[src/rtl/intr_sched.sv]
// intr_sched: fixed-priority, non-nesting interrupt scheduler with a req/ack/iret CPU handshake.
// Optional sticky overrun flags are enabled by defining INTR_SCHED_OVERRUN_EN.
`default_nettype none

module intr_sched #(
  parameter int          N_SRC      = 4,
  parameter logic [31:0] VEC_BASE   = 32'h0000_0100,
  parameter logic [31:0] VEC_STRIDE = 32'h0000_0010,
  localparam int         IDW        = $clog2(N_SRC)
) (
  input  logic             clk,
  input  logic             reset,
  input  logic [N_SRC-1:0] src_pulse,
  input  logic             mask_we,
  input  logic [N_SRC-1:0] mask_wdata,
  input  logic             ovr_clr,
  input  logic             intr_ack,
  input  logic             iret,
  output logic             intr_req,
  output logic [IDW-1:0]   intr_id,
  output logic [31:0]      intr_vec,
  output logic             in_service,
  output logic [N_SRC-1:0] mask,
  output logic [N_SRC-1:0] pending,
  output logic [N_SRC-1:0] overrun
);

  typedef enum logic [1:0] {
    S_IDLE = 2'd0,
    S_REQ  = 2'd1,
    S_SVC  = 2'd2
  } state_t;

  state_t           r_state;
  logic             r_req;
  logic [IDW-1:0]   r_id;
  logic [31:0]      r_vec;
  logic             r_insvc;
  logic [N_SRC-1:0] r_mask;
  logic [N_SRC-1:0] r_pending;

  logic [N_SRC-1:0] w_elig;
  logic [IDW-1:0]   w_win;
  logic [31:0]      w_vec;
  logic             w_accept;
  logic [N_SRC-1:0] w_acc;

  assign w_elig   = r_pending & r_mask;
  assign w_accept = (r_state == S_REQ) && intr_ack;
  assign w_acc    = w_accept ? ({{(N_SRC-1){1'b0}}, 1'b1} << r_id) : '0;
  assign w_vec    = VEC_BASE + (32'(w_win) * VEC_STRIDE);

  // Scan downward so the lowest set index is the one left standing.
  always_comb begin
    w_win = '0;
    for (int i = N_SRC - 1; i >= 0; i--) begin
      if (w_elig[i]) w_win = IDW'(i);
    end
  end

  always_ff @(posedge clk) begin
    if (reset) begin
      r_state   <= S_IDLE;
      r_req     <= 1'b0;
      r_id      <= '0;
      r_vec     <= VEC_BASE;
      r_insvc   <= 1'b0;
      r_mask    <= '0;
      r_pending <= '0;
    end else begin
      // A new pulse outranks the clear from acceptance of the same source.
      r_pending <= (r_pending & ~w_acc) | src_pulse;
      if (mask_we) r_mask <= mask_wdata;
      case (r_state)
        S_IDLE: begin
          if (|w_elig) begin
            r_state <= S_REQ;
            r_req   <= 1'b1;
            r_id    <= w_win;
            r_vec   <= w_vec;
          end
        end
        S_REQ: begin
          if (intr_ack) begin
            r_req   <= 1'b0;
            r_insvc <= 1'b1;
            r_state <= S_SVC;
          end else if (mask_we && !mask_wdata[r_id]) begin
            r_req   <= 1'b0;
            r_state <= S_IDLE;
          end
        end
        S_SVC: begin
          if (iret) begin
            r_insvc <= 1'b0;
            r_state <= S_IDLE;
          end
        end
        default: r_state <= S_IDLE;
      endcase
    end
  end

`ifdef INTR_SCHED_OVERRUN_EN
  logic [N_SRC-1:0] r_overrun;

  always_ff @(posedge clk) begin
    if (reset) begin
      r_overrun <= '0;
    end else begin
      r_overrun <= (ovr_clr ? '0 : r_overrun) | (src_pulse & r_pending & ~w_acc);
    end
  end

  assign overrun = r_overrun;
`else
  logic w_unused_ovr_clr;
  assign w_unused_ovr_clr = ovr_clr;
  assign overrun          = '0;
`endif

  assign intr_req   = r_req;
  assign intr_id    = r_id;
  assign intr_vec   = r_vec;
  assign in_service = r_insvc;
  assign mask       = r_mask;
  assign pending    = r_pending;

endmodule

`default_nettype wire

[config.mk]
export PLATFORM = sky130hd
export DESIGN_NAME = intr_sched
export DESIGN_NICKNAME = d
export VERILOG_FILES = /design/src/rtl/intr_sched.sv
export SDC_FILE = /design/constraint.sdc
export NUM_CORES = 1
export LEC_CHECK = 0
export CORE_MARGIN = 1.5
export CORE_UTILIZATION = 35
export DETAILED_ROUTE_END_ITERATION = 12
export GPL_TIMING_DRIVEN = 0
export PLACE_DENSITY = 0.79
export SKIP_CTS_REPAIR_TIMING = 1
export SLEW_MARGIN = 20
export SYNTH_ARGS = -nofsm -noshare
export SYNTH_HDL_FRONTEND = slang
export SYNTH_SLANG_ARGS = --single-unit
[constraint.sdc]
create_clock -name clk -period 1.3 [get_ports clk]
set_input_delay 0.195 -clock clk [delete_from_list [all_inputs] [get_ports clk]]
set_output_delay 0.195 -clock clk [all_outputs]
set_load 0.05 [all_outputs]
==> summary.md, run 1 <==
| Metric | Value |
|---|---|
| Largest net degree at the start of global routing | 11 |
| Vias | 786 |
| Slowest stage cell, crit path | dlymetal6s2s_1 |
| Kind of start point of the critical path | flip-flop |
| Filler cells | 242 |
| Worst hold path stage count | 3 |
| Final setup margin | 40.2 ps |
| Leading area contributor after synthesis | dfxtp_1 |
| Final Setup Violations | 0 |
| CP arrival | 1060 ps |
| CTS tree | done |
| Hold WC Path Type | input port to flip-flop |
| Count leader, synth | buf_4 |
| Primary FF master, synth | dfxtp_1 |
| Power per cell area | 1000 nW/µm² |
| DIE WIDTH | 54.3 µm |
| R2R cell count | 5 |
| Drt drc | 0 |
| Die Height | 54.3 µm |
| Post-Synth Adder-Cell Area | 0% |
| Port Buffers | 25 |
| Initial Util | 37.1% |
| FP Rows | 18 |
| Flop-to-flop setup slack | 60 ps |
| Slew Limit Fails | 0 |
| Grt ovf | 0 |
| Fmax | 794 MHz |
| Die area | 2940 µm² |
| First-pass GRT wire length | 2930 µm |
| Final count of hold timing violations | 0 |
| Routed len/inst | 9.54 µm |
| CTS H-tree depth | 1 |
| Clk slew on worst S/H paths | 80 ps |
| Mux cell area share after synthesis | 7.62% |
| Final Cycle Share | 96.9% |
| Seq/Total Area, Yosys | 30.5% |
| CTS buffer count | 3 |
| TritonRoute pass-1 iters | 4 |
| Share of cells above drive strength 1 | 37.6% |
| Dpl cell area | 1340 µm² |
| Synth Area in Compound Gates | 13.1% |
| Antenna diodes | 0 |
| VDD IR max | 0.463 mV |
| CP Class | flip-flop to output pin |
| Clock root buffer | clkbuf_4 |
| Area Growth Syn to Fin | 50.1% |
| Kind of cell adding the most delay to the critical path | buffers and inverters |
| Max-cap violations | 0 |
| Post-Syn Area | 920 µm² |
| Synth top area cells | dfxtp_1 (30%), buf_4 (30%), mux2i_1 (7.6%) |
| FF-to-FF End | r_state[0] |
| Number of synthesized flops with an enable pin | 0 |
| Syn_area_per_cell | 8.44 µm² |
| Layout net count | 185 |
| DR vias/cell | 3.93 |
| Drt initial violations | 15 |
| XOR/XNOR share of the synthesized area | 0% |
| ANT nets after route | 0 |
| YS warnings | 0 |
| Hpwl dp | 1570 µm |
| Status | finished clean |
| Critical path required time | 1110 ps |
| Critical R2R Launch | intr_id[1] |
| Buf/Inv on CP | 1 |
| Core ar. | 2480 µm² |
| Place WS | -203 ps |
| GR Util All Layers | 13.6% |
| Initial antenna violation count | 0 |
| Post-synth ARST share | 0% |
| Seq cells post-synth | 14 |
| Synth top cells by count | buf_4 (37), dfxtp_1 (14), nor2_1 (9) |
| Synthesized instance count | 109 |
| Clock Sink Count | 14 |
| Worst-case clock buffer depth | 2 |
| Final Skew | 1.03 ps |
| Worst-skew pair later-pin latency | 270 ps |
| Final min period | 1260 ps |
| Min-Delay Endpoint | mask[1] |
| Peak per-stage delay on the critical path | 420 ps |
| Crit-path cells | dlymetal6s2s_1 |
| Top-level port count | 62 |
| LEAKAGE | 0.000800 µW |
| Crit Path Max Fanout | 4 |
| Final WL | 1910 µm |
| Vias in the first global route | 680 |
| Worst Setup End Kind | output pin |
| Final Cell Area | 1380 µm² |
| Hold_sp | mask_we |
| Synth unique cells | 27 |
| Main combinational cell family by area after synthesis | buffers and inverters |
| Worst-Margin Slew | 521 ps |
| Post-synthesis simple-gate area fraction | 16.1% |
| Post-synth top area share | 30.5% |
| Slew headroom | 65.2% |
| RePlAce Congestion | 0.754 |
## worst register-to-register path, delay by kind of cell, from the launching register on
family | cells | cell delay, ps
buf+inv | 1 | 130
simple gates | 1 | 110
flops | 1 | 350
mux | 2 | 290
compound gates | 1 | 290
## layout make-up
cell class / instances / area [µm²] / share of cell area [%]
timing repair buffer: 25 / 243 / 17.6
tap: 30 / 37.5 / 2.72
clock buffer: 4 / 36.3 / 2.63
multi-input combinational: 86 / 469 / 34.0
inverter: 2 / 7.51 / 0.544
buffer: 39 / 290 / 21.0
sequential: 14 / 297 / 21.5
## registers in the layout, summed over array words and instances, names as in the netlist
| signal | cells |
|---|---|
| intr_id | 2 |
| pending | 4 |
| r_state | 2 |
| mask | 4 |
| intr_req | 1 |
| in_service | 1 |
## per-layer routing
layer	part of all wire [%]	GRT usage, %
met1	40	16.2
met2	51	24.5
met3	8.3	2.46
met4	0.73	3.75
met5	0	0
## how the worst max path moves through the flow
stage,start,to,slack [ps],cells past startpoint
after floorplan,pending[1],intr_id[0],50,4
after global placement,intr_ack,pending[0],-200,5
after detailed placement,intr_ack,pending[0],-200,5
after CTS,intr_id[0],intr_vec[4],-490,2
after global routing,intr_id[1],r_state[0],-0.9,5
final,pending[0],pending[0],40,1
## metrics by stage
| stage | TNS (ps) | hold slack, ps | utilization [%] | total power (µW) | instances |
|---|---|---|---|---|---|
| after floorplan | 0 | 250 | - | 973 | 141 |
| after global placement | -1670 | 460 | 54.2 | 1080 | 196 |
| after detailed placement | -2040 | 484 | 54.2 | 1090 | 196 |
| after CTS | -5100 | 287 | 55.7 | 1400 | 200 |
| after global routing | -0.898 | 334 | 55.7 | 1450 | 200 |
| final | 0 | 288 | 55.7 | 1380 | 200 |
## cells in the final DEF, fill, tap and decap left out, drive strengths merged
cell type	n
a31oi	1
a21oi	8
and3b	1
dfxtp	14
a32o	1
nor2b	2
a221oi	1
a22o	2
or3	1
nand3	2
dlymetal6s2s	8
or2	1
clkdlybuf4s50	11
o21ai	2
clkbuf	10
nor3	1
mux2i	7
a211oi	1
a21bo	1
nand2	6
and2	1
nor2	9
nand3b	3
inv	2
buf	39
nand4	1
conb	34
## logic make-up (layout without fill, tap and decap cells)
| group | after synthesis | after routing |
|---|---|---|
| buf+inv | 41 | 70 |
| other cells | 2 | 34 |
| flops | 14 | 14 |
| simple gates | 28 | 28 |
| compound gates | 17 | 17 |
| mux | 7 | 7 |
## power by group
part	internal (µW)	switching, µW	total, µW
registers	461	29.3	490
logic	184	399	583
clock network	170	138	308
No activity file was read; power rests on OpenSTA's default activity.
==> run 2, diff against run 1 <==
Settings changed: CORE_UTILIZATION 35 to 39, CTS_BUF_LIST set to sky130_fd_sc_hd__clkbuf_8, PLACE_DENSITY 0.79 to 0.87.
Clock period 1.3 ns to 1.6 ns, I/O delays scaled along.
==> summary.md, run 2 (synthesized netlist as in run 1, its figures left out) <==
| Metric | Value |
|---|---|
| Peak per-stage delay on the critical path | 440 ps |
| Crit-path cells | buf_4, dlymetal6s2s_1 |
| Share of cells above drive strength 1 | 27.1% |
| Slew Limit Fails | 0 |
| RePlAce Congestion | 0.748 |
| Die Height | 51.6 µm |
| DIE WIDTH | 51.6 µm |
| First-pass GRT wire length | 2860 µm |
| Clock root buffer | clkbuf_8 |
| Power per cell area | 862 nW/µm² |
| Vias | 798 |
| Antenna diodes | 0 |
| Clk slew on worst S/H paths | 60 ps |
| Port Buffers | 25 |
| Final min period | 1480 ps |
| Crit Path Max Fanout | 9 |
| Final count of hold timing violations | 0 |
| Most frequent cells in the layout | buf_4 (37), conb_1 (34), dfxtp_1 (14), dlymetal6s2s_1 (14), clkdlybuf4s50_1 (11) |
| Unrepaired setup endpoints after global routing | no |
| Critical path required time | 1360 ps |
| Core ar. | 2210 µm² |
| CTS buffer count | 3 |
| Pwr Total | 1220 µW |
| CTS H-tree depth | 1 |
| Area Growth Syn to Fin | 53.9% |
| Worst-Margin Slew | 529 ps |
| Final Cycle Share | 92.4% |
| Commonest non-fill, non-tap cell in the layout | buf_4 |
| CP Class | flip-flop to output pin |
| Max-cap violations | 0 |
| CTS tree | done |
| Final Skew | 1.55 ps |
| Kind of start point of the critical path | flip-flop |
| Setup TNS | 0 ps |
| Drt drc | 0 |
| CP arrival | 1240 ps |
| Initial antenna violation count | 0 |
| GR Util All Layers | 14.5% |
| Hpwl dp | 1510 µm |
| Status | finished clean |
| Hold WC Path Type | input port to flip-flop |
| TritonRoute pass-1 iters | 4 |
| LEAKAGE | 0.000892 µW |
| Final Setup Violations | 0 |
| Worst-case clock buffer depth | 2 |
| Grt ovf | 0 |
| Drt initial violations | 10 |
| FP Rows | 17 |
| Slowest stage cell, crit path | dfxtp_1 |
| Die area | 2660 µm² |
| Clock Sink Count | 14 |
| Largest net degree at the start of global routing | 11 |
| Final WL | 1960 µm |
| Slew headroom | 64.7% |
| Routed len/inst | 9.88 µm |
| ANT nets after route | 0 |
| Worst Setup End Kind | output pin |
| DR vias/cell | 4.03 |
| Initial Util | 41.6% |
| VDD IR max | 0.505 mV |
| Worst-skew pair later-pin latency | 240 ps |
| Layout net count | 185 |
| Vias in the first global route | 658 |
| Top-level port count | 62 |
| Fmax | 677 MHz |
run 2: power breakdown:
group          internal, µW  leakage (µW)  switching, µW
clock network           218     0.0000288            126
logic                   155      0.000748            325
registers               373      0.000116           24.1
total                   745      0.000892            475
run 2: worst paths after layout:
check                           startpoint           to  slack [ps]  cells past startpoint
worst min-delay path               mask_we      mask[2]         360                      3
worst max-delay path            intr_id[0]  intr_vec[4]         120                      2
worst min register to register  in_service   in_service         470                      2
worst max register to register  intr_id[1]     intr_req         360                      5
run 2: metrics by stage:
step	instance area (µm²)	utilization, %	hold WS (ps)	worst slack [ps]	instances
2_1_floorplan	1040	-	302	108	141
3_3_place_gp	1330	59.9	458	-3.70	194
3_5_place_dp	1330	59.9	466	-7.27	194
4_1_cts	1380	62.4	357	-282	198
5_1_grt	1420	64.0	370	47.5	198
6_report	1420	64.0	355	122	198
run 2: worst max-delay path, delay by kind of cell, from the launching register on:
kind | cells | cell delay (ps)
buf+inv | 2 | 550
flops | 1 | 440
run 2: layout make-up:
cell class              count  area, µm²
plain buffers              39        287
clock buffers               4       55.1
inverters                   2       7.51
well taps                  28       35.0
flip-flops and latches     14        280
multi-input cells          86        465
fillers                   202        797
repair buffers             25        285
run 2: metal layers:
metal | part of all wire [%] | up-vias | wire length (µm) | GRT usage (%)
met1 | 41 | 347 | 795 | 15.4
met4 | 2.0 | 0 | 40 | 7.02
met3 | 7.5 | 4 | 146 | 3.16
li1 | - | 414 | - | -
met2 | 50 | 33 | 973 | 26.7
met5 | 0 | - | 0 | 0
